## config.mk

```make
export PLATFORM = sky130hd
export DESIGN_NAME = count_down_setter
export DESIGN_NICKNAME = d
export VERILOG_FILES = /design/src/rtl/count_down_pkg.sv /design/src/rtl/bcd_field_stepper.sv /design/src/rtl/count_down_setter.sv
export SDC_FILE = /design/constraint.sdc
export NUM_CORES = 1
export LEC_CHECK = 0
export BUFFER_PORTS_ARGS = -buffer_cell sky130_fd_sc_hd__buf_2
export CORE_UTILIZATION = 40
export CTS_CLUSTER_SIZE = 14
export DETAILED_ROUTE_END_ITERATION = 12
export PLACE_DENSITY = 0.63
export SYNTH_ARGS = -nofsm -noshare
export SYNTH_HDL_FRONTEND = slang
export SYNTH_HIERARCHICAL = 1
export SYNTH_SLANG_ARGS = --single-unit
```

## constraint.sdc

```tcl
create_clock -name clk -period 2.4 [get_ports clk]
set_input_delay 0.12 -clock clk [delete_from_list [all_inputs] [get_ports clk]]
set_output_delay 0.12 -clock clk [all_outputs]
set_load 0.01 [all_outputs]
```

## src/rtl/count_down_pkg.sv

```systemverilog
// count_down_pkg: shared state encoding, field limits and BCD helper for the countdown front panel
package count_down_pkg;
  typedef enum logic [1:0] {IDLE = 2'd0, EDIT_H = 2'd1, EDIT_M = 2'd2, EDIT_S = 2'd3} state_t;
  localparam int SEC_MAX = 59;
  localparam int MIN_MAX = 59;
  function automatic logic [7:0] to_bcd(input int v);
    return {4'(v / 10), 4'(v % 10)};
  endfunction
endpackage

```

## src/rtl/bcd_field_stepper.sv

```systemverilog
// bcd_field_stepper: two-digit BCD register stepped by +/-1 with wrap between 00 and MAX
module bcd_field_stepper
  import count_down_pkg::*;
#(
  parameter int MAX = 59
) (
  input  logic       clk,
  input  logic       clear,
  input  logic       inc,
  input  logic       dec,
  output logic [7:0] value
);
  localparam logic [7:0] MAX_BCD = to_bcd(MAX);
  logic [3:0] hi, lo;
  assign hi = value[7:4];
  assign lo = value[3:0];
  // step one unit with BCD carry/borrow; simultaneous inc and dec cancel
  always_ff @(posedge clk) begin
    if (clear) value <= 8'h00;
    else if (inc && !dec) value <= value == MAX_BCD ? 8'h00 : lo == 4'd9 ? {hi + 4'd1, 4'd0} : {hi, lo + 4'd1};
    else if (dec && !inc) value <= value == 8'h00 ? MAX_BCD : lo == 4'd0 ? {hi - 4'd1, 4'd9} : {hi, lo - 4'd1};
  end
endmodule

```

## src/rtl/count_down_setter.sv

```systemverilog
// count_down_setter: button-driven preset editor emitting BCD presets and set/play/stop pulses
module count_down_setter
  import count_down_pkg::*;
#(
  parameter int BLINK_DIV = 25_000_000,
  parameter int HOUR_MAX  = 23
) (
  input  logic       clk,
  input  logic       rst,
  input  logic       btn_mode,
  input  logic       btn_up,
  input  logic       btn_down,
  input  logic       btn_start,
  input  logic       btn_stop,
  input  logic       counting,
  output logic [7:0] hour_bcd_out,
  output logic [7:0] minute_bcd_out,
  output logic [7:0] second_bcd_out,
  output logic       set,
  output logic       play,
  output logic       stop,
  output logic [1:0] field_sel,
  output logic       blink
);
  localparam int CW = BLINK_DIV > 1 ? $clog2(BLINK_DIV) : 1;
  state_t state, state_n;
  logic set_d, play_d, pend_d, pend, nonzero;
  logic inc_h, dec_h, inc_m, dec_m, inc_s, dec_s;
  logic [CW-1:0] cnt;
  assign field_sel = state;
  assign nonzero = |{hour_bcd_out, minute_bcd_out, second_bcd_out};
  bcd_field_stepper #(.MAX(HOUR_MAX)) u_hour (.clk(clk), .clear(rst), .inc(inc_h), .dec(dec_h), .value(hour_bcd_out));
  bcd_field_stepper #(.MAX(MIN_MAX)) u_minute (.clk(clk), .clear(rst), .inc(inc_m), .dec(dec_m), .value(minute_bcd_out));
  bcd_field_stepper #(.MAX(SEC_MAX)) u_second (.clk(clk), .clear(rst), .inc(inc_s), .dec(dec_s), .value(second_bcd_out));
  // decode buttons by priority stop > start > mode > up/down; a running timer locks the editor in IDLE
  always_comb begin
    state_n = state;
    set_d = 1'b0;
    play_d = 1'b0;
    pend_d = 1'b0;
    inc_h = 1'b0;
    dec_h = 1'b0;
    inc_m = 1'b0;
    dec_m = 1'b0;
    inc_s = 1'b0;
    dec_s = 1'b0;
    if (counting) state_n = IDLE;
    else if (!btn_stop) begin
      if (btn_start) begin
        state_n = IDLE;
        set_d = state != IDLE;
        play_d = state == IDLE && nonzero;
        pend_d = state != IDLE && nonzero;
      end else if (btn_mode) begin
        state_n = state_t'(state + 2'd1);
        set_d = state == EDIT_S;
      end else if (btn_up ^ btn_down) begin
        inc_h = btn_up && state == EDIT_H;
        dec_h = btn_down && state == EDIT_H;
        inc_m = btn_up && state == EDIT_M;
        dec_m = btn_down && state == EDIT_M;
        inc_s = btn_up && state == EDIT_S;
        dec_s = btn_down && state == EDIT_S;
      end
    end
  end
  // state and command pulses; a start from an edit field defers play one cycle behind set
  always_ff @(posedge clk) begin
    if (rst) begin
      state <= IDLE;
      set <= 1'b0;
      play <= 1'b0;
      stop <= 1'b0;
      pend <= 1'b0;
    end else begin
      state <= state_n;
      set <= set_d;
      play <= play_d || pend;
      stop <= btn_stop;
      pend <= pend_d;
    end
  end
  // blink phase restarts high on every field entry and toggles every BLINK_DIV cycles while editing
  always_ff @(posedge clk) begin
    if (rst || state_n == IDLE) begin
      cnt <= '0;
      blink <= 1'b0;
    end else if (state_n != state) begin
      cnt <= '0;
      blink <= 1'b1;
    end else if (cnt == CW'(BLINK_DIV - 1)) begin
      cnt <= '0;
      blink <= !blink;
    end else cnt <= cnt + 1'b1;
  end
endmodule

```

==> results.yml, run 1 <==
outcome:
  outcome: "completed"
sta:
  setup_tns_ns: 0
  rsz0062_at_grt: "no"
  finalHoldViolCount: 0
  finalSetupViolCount: 0
  fmax_ghz: 0.459
  skew_ns: 0.00527
  period_needed_ns: 2.18
  drv_slew: 0
  worstMarginPinSlew_ns: 0.554
  max_slew_margin_pct: 63.0
  period_share_pct: 90.8
synth:
  synth_area_per_cell_um2: 8.25
  yosys_warnings: 6
  yosysSeqAreaShare_pct: 29.9
  netlist_instances: 455
  synth_edf_count: 0
  synth_seq_cells: 56
  synthArstFlopShare_pct: 0
  synth_nets: 483
  synth_area_um2: 3750
  synth_cell_type_count: 71
  ys.flop_type: "dfxtp_1"
cells_and_area:
  antenna_cells: 0
  layout_commonest_cell: "dfxtp_1"
  fin_nets: 514
  n_fill_cell: 865
  final_util_pct: 46.2
  layout-drive-gt1-share_pct: 17.7
  fin_area_um2: 4100
  areaGrowthSynthToFinish_pct: 9.33
  final_cell_mix: "dfxtp_1, nor2_1, buf_2"
  multi_input_area_um2: 2360
  ff_latch_area_um2: 1120
setup_path:
  critPathKind: "reg2reg"
  slowest_delay_ns: 0.72
  crit_required_ns: 2.64
  endpoint_kind: "flip-flop"
  cp_slowest_cell: "or4_1"
  worstPathArrival_ns: 2.42
  startpoint_type: "flip-flop"
  cp_max_fo: 12
  crit_top_cell: "or4_1"
  path_cells: "ha_1 > nand4_1 > or4_1 > or4_1 > a21oi_1"
drt:
  firstDrtPassIters: 4
  drcViolationCount: 0
  via_per_inst: 5.76
  first_iter_violations: 149
  wl_per_cell_um: 14.3
  ant_nets: 0
  finalWirelength_um: 8480
  dr_total_vias: 3425
clock_tree:
  hold_buffers: 0
  cts_tree: "yes"
  numClockSinks: 56
  clkLatencyLatePin_ns: 0.30
  htreeDepth: 2
  numCtsBuffers: 5
  cts_max_path_buffers: 2
  clockRootBuffer: "clkbuf_8"
  cts_setup_buffers: 0
  path_clk_slew_ns: 0.10
grt:
  grt_max_degree: 27
  grt_overflow: 0
  antenna_found_initial: 0
  grt_use_total_pct: 17.9
  first_global_vias: 3097
  grt_pass1_wl_um: 14600
floorplan:
  dieArea_um2: 9780
  ios: 38
  core_area_um2: 8890
  die_h_um: 98.9
  die_w_um: 98.9
  fp-row-count: 34
  start_util_pct: 42.2
pwr:
  p_leak_nw: 1.46
  powerDensity_nw_per_um2: 371
  power_mw: 1.52
  irDropWorstVdd_uv: 251
job:
  maxCapViolCount: 0
placement:
  detailed_place_hpwl_um: 6140
  port_buffers: 37
  gp_congestion: 0.819
  placed_cell_area_um2: 4010
min_path:
  hp-class: "in2reg"
## cell families after synthesis
kind of cell / Yosys count / synth area share, %
multiplexers: 5 / 1.33
buffers and inverters: 54 / 7.20
flip-flops: 56 / 29.9
adder cells (fa/ha/maj): 20 / 6.67
XOR/XNOR: 20 / 4.67
AO/OA/AOI/OAI: 112 / 21.3
AND/OR/NAND/NOR: 188 / 29.0
## cells in the mapped netlist (10+ instances only)
library cell   n  area share (%)
dfxtp_1       56              30
nor2_1        43             4.3
inv_1         28             2.8
a21oi_1       23             3.1
nand2_1       21             2.1
o21ai_0       21             2.8
ha_1          20             6.7
nand3_1       16             2.1
nor3_1        14             1.9
nand2b_1      13             2.2
xnor2_1       12             2.8
o31ai_1       10             2.0
or4_1         10             2.0
## registers in the layout, indices dropped and copies added (netlist names)
register	count
u_second/value	8
play	1
field_sel	2
u_hour/value	8
blink	1
set	1
cnt	25
stop	1
u_minute/value	8
pend	1
## power breakdown
group	leakage [nW]	internal, mW	switching [mW]
Clock	0.0445	0.236	0.304
Combinational	0.964	0.0184	0.0319
Sequential	0.452	0.930	0.00134
Total	1.46	1.18	0.337
## critical path, delay by kind of cell (launching register included)
kind	cells	cell delay, ns
AO/OA/AOI/OAI	1	0.14
adder cells (fa/ha/maj)	1	0.22
AND/OR/NAND/NOR	3	1.37
flip-flops	1	0.38
## timing repair
item | in CTS | in global routing
gates resized for setup | 0 | 2
hold endpoints to repair | 0 | 0
endpoints found under the setup margin | 0 | 10
## area by class of cell
type / count / area share (%)
clock buffers: 7 / 2.10
inverters: 28 / 2.56
clock inverters: 1 / 0.183
flip-flops and latches: 56 / 27.3
repair buffers: 50 / 6.89
well taps: 108 / 3.29
multi-input cells: 345 / 57.6
## worst paths after layout
kind	start	end	slack [ns]	cells past startpoint
hold reg to reg	pend$_SDFF_PP0_	play$_SDFF_PP0_	0.44	2
setup / recovery	cnt[0]$_SDFF_PP0_	cnt[24]$_SDFF_PP0_	0.22	5
setup reg to reg	cnt[0]$_SDFF_PP0_	cnt[24]$_SDFF_PP0_	0.22	5
hold / removal	rst	field_sel[0]$_SDFF_PP0_	0.16	3
## stage by stage
stage	hold WS (ns)	instances	setup WS, ns
2_1_floorplan	0.189	455	0.206
4_1_cts	0.150	595	0.145
6_report	0.155	595	0.222
3_3_place_gp	0.419	587	0.186
3_5_place_dp	0.425	587	0.120
5_1_grt	0.160	595	0.00393
## per-layer routing
layer	up-vias	part of all wire, %	global-route usage, %
met1	1624	49	24.9
met4	0	0.47	3.10
li1	1732	-	-
met3	2	4.6	3.12
met5	-	0	0
met2	67	46	29.3
Note: power is estimated with default switching activity, not from simulation.
==> run 2: changes to the inputs <==
--- a/config.mk
+++ b/config.mk
@@ -6,10 +6,9 @@
 export NUM_CORES = 1
 export LEC_CHECK = 0
 export BUFFER_PORTS_ARGS = -buffer_cell sky130_fd_sc_hd__buf_2
-export CORE_UTILIZATION = 40
-export CTS_CLUSTER_SIZE = 14
+export CORE_UTILIZATION = 45
 export DETAILED_ROUTE_END_ITERATION = 12
-export PLACE_DENSITY = 0.63
+export PLACE_DENSITY = 0.69
 export SYNTH_ARGS = -nofsm -noshare
 export SYNTH_HDL_FRONTEND = slang
 export SYNTH_HIERARCHICAL = 1
==> run 2 against run 1 <==
Effect of this change:
- final cell count is 0.34% lower
- maximum frequency up 0.52%
- non-clock buffer count increased by 4
- clock-buffer cell count is 1 lower
- total power grew 6.4%
- worst setup slack improved by 0.011 ns
==> results.yml, run 2 (same netlist as run 1, synthesis figures left out) <==
pwr:
  p_leak_nw: 1.50
  irDropWorstVdd_uv: 210
  powerDensity_nw_per_um2: 390
setup_path:
  worstPathArrival_ns: 2.39
  startpoint_type: "flip-flop"
  cp_slowest_cell: "dfxtp_2"
  endpoint_kind: "flip-flop"
  reg2reg_to: "u_hour/value[7]$_SDFFE_PP0P_"
  cp_max_fo: 9
  crit_buf_inv: 1
  slowest_delay_ns: 0.43
  crit_required_ns: 2.62
  cp_top_family: "simple AND/OR/NAND/NOR gates"
  r2r-start: "field_sel[0]$_SDFF_PP0_"
  path_cells: "ha_1 > nand2b_1 > nor2_1 > inv_1 > ha_2 > nor4b_2 > nand2_1 > o32a_1 > o41ai_1"
  worst-r2r-cell-count: 9
  critPathKind: "reg2reg"
  ff2ff_setup_slack_ns: 0.23
drt:
  dr_total_vias: 3388
  ant_nets: 0
  drcViolationCount: 0
  firstDrtPassIters: 5
  via_per_inst: 5.71
  first_iter_violations: 140
  wl_per_cell_um: 13.6
  finalWirelength_um: 8070
clock_tree:
  htreeDepth: 2
  cts_tree: "yes"
  clockRootBuffer: "clkbuf_8"
  cts_setup_buffers: 0
  clkLatencyLatePin_ns: 0.31
  path_clk_slew_ns: 0.10
  numCtsBuffers: 5
  numClockSinks: 56
  cts_max_path_buffers: 2
floorplan:
  ios: 38
  start_util_pct: 47.6
  fp-row-count: 32
  die_h_um: 93.3
  dieArea_um2: 8710
  core_area_um2: 7890
  die_w_um: 93.3
placement:
  port_buffers: 37
  detailed_place_hpwl_um: 5950
  gp_congestion: 0.889
grt:
  antenna_found_initial: 0
  grt_max_degree: 25
  grt_use_total_pct: 19.3
  first_global_vias: 3039
  grt_pass1_wl_um: 14000
  grt_overflow: 0
sta:
  finalSetupViolCount: 0
  finalHoldViolCount: 0
  period_needed_ns: 2.17
  skew_ns: 0.00689
  period_share_pct: 90.3
  worstMarginPinSlew_ns: 0.573
  setup_tns_ns: 0
  fmax_ghz: 0.461
  max_slew_margin_pct: 61.7
  rsz0062_at_grt: "no"
  drv_slew: 0
cells_and_area:
  areaGrowthSynthToFinish_pct: 10.7
  final_cell_mix: "dfxtp_1, nor2_1, buf_2"
  layout_commonest_cell: "dfxtp_1"
  largest-register: "cnt"
  final_util_pct: 52.7
  antenna_cells: 0
  fin_nets: 518
  layout-drive-gt1-share_pct: 18.3
  n_fill_cell: 747
  largest_reg_flops: 25
job:
  maxCapViolCount: 0
min_path:
  hp-class: "in2reg"
  holdCritStartpoint: "rst"
  whs_path_depth: 2
  hold_end: "u_minute/value[0]$_SDFFE_PP0P_"
outcome:
  outcome: "completed"
-- run 2: cell types whose count changed in the layout (fill, tap and decap cells not counted) --
cell	delta
buf_4	+3
buf_12	+1
bufinv_16	+1
clkbuf_8	-1
clkinvlp_4	-1
inv_6	+1
-- run 2: routing by layer --
metal / global-route usage [%] / wire, um
met1: 28.4 / 4190
met2: 30.5 / 3560
met3: 2.20 / 269
met4: 3.85 / 60
met5: 0 / 0
-- run 2: cell type report --
cell class	instances	area (um^2)	area share [%]
clock buffers	6	72.6	1.75
multi-input cells	345	2360	56.9
repair buffers	54	325	7.83
flip-flops and latches	56	1120	27.0
well taps	102	128	3.07
clock inverters	2	38.8	0.933
inverters	28	105	2.53
-- run 2: how the worst max path moves through the flow --
stage                            startpoint                           end  slack, ns  depth (start not counted)
CTS                 field_sel[0]$_SDFF_PP0_  u_hour/value[7]$_SDFFE_PP0P_       0.11                          9
global route              cnt[0]$_SDFF_PP0_            cnt[24]$_SDFF_PP0_       0.05                          5
finish              field_sel[0]$_SDFF_PP0_  u_hour/value[7]$_SDFFE_PP0P_       0.23                          9
detailed placement                btn_start  u_hour/value[7]$_SDFFE_PP0P_       0.11                         11
floorplan           field_sel[1]$_SDFF_PP0_  u_hour/value[5]$_SDFFE_PP0P_       0.21                         10
global placement                  btn_start  u_hour/value[7]$_SDFFE_PP0P_       0.17                         11
-- run 2: repair_timing --
action | in CTS | in global routing
hold buffers | 0 | 0
setup endpoints to repair | 0 | 5
resized for setup | 0 | 2
-- run 2: power breakdown --
part / leakage, nW / total (mW) / switching (mW) / internal (mW)
sequential: 0.452 / 0.932 / 0.00179 / 0.930
clock: 0.0558 / 0.637 / 0.321 / 0.316
combinational: 0.989 / 0.0499 / 0.0304 / 0.0195
total: 1.50 / 1.62 / 0.353 / 1.27
-- run 2: metrics by stage --
stage	hold WS (ns)	cell area (um^2)	setup WS, ns	power (mW)	cells
after floorplan	0.189	3750	0.206	0.979	455
after global routing	0.148	4160	0.0537	1.68	593
after global placement	0.415	4040	0.169	1.00	585
after CTS	0.137	4150	0.114	1.64	593
after detailed placement	0.423	4040	0.114	1.00	585
final	0.139	4160	0.233	1.62	593
-- run 2: worst reg2reg max path: stages, from the launching register on --
cell and delay (ns):
dfxtp_2 0.43, ha_1 0.17, nand2b_1 0.07, nor2_1 0.09
inv_1 0.05, ha_2 0.21, nor4b_2 0.39, nand2_1 0.17
o32a_1 0.18, o41ai_1 0.32
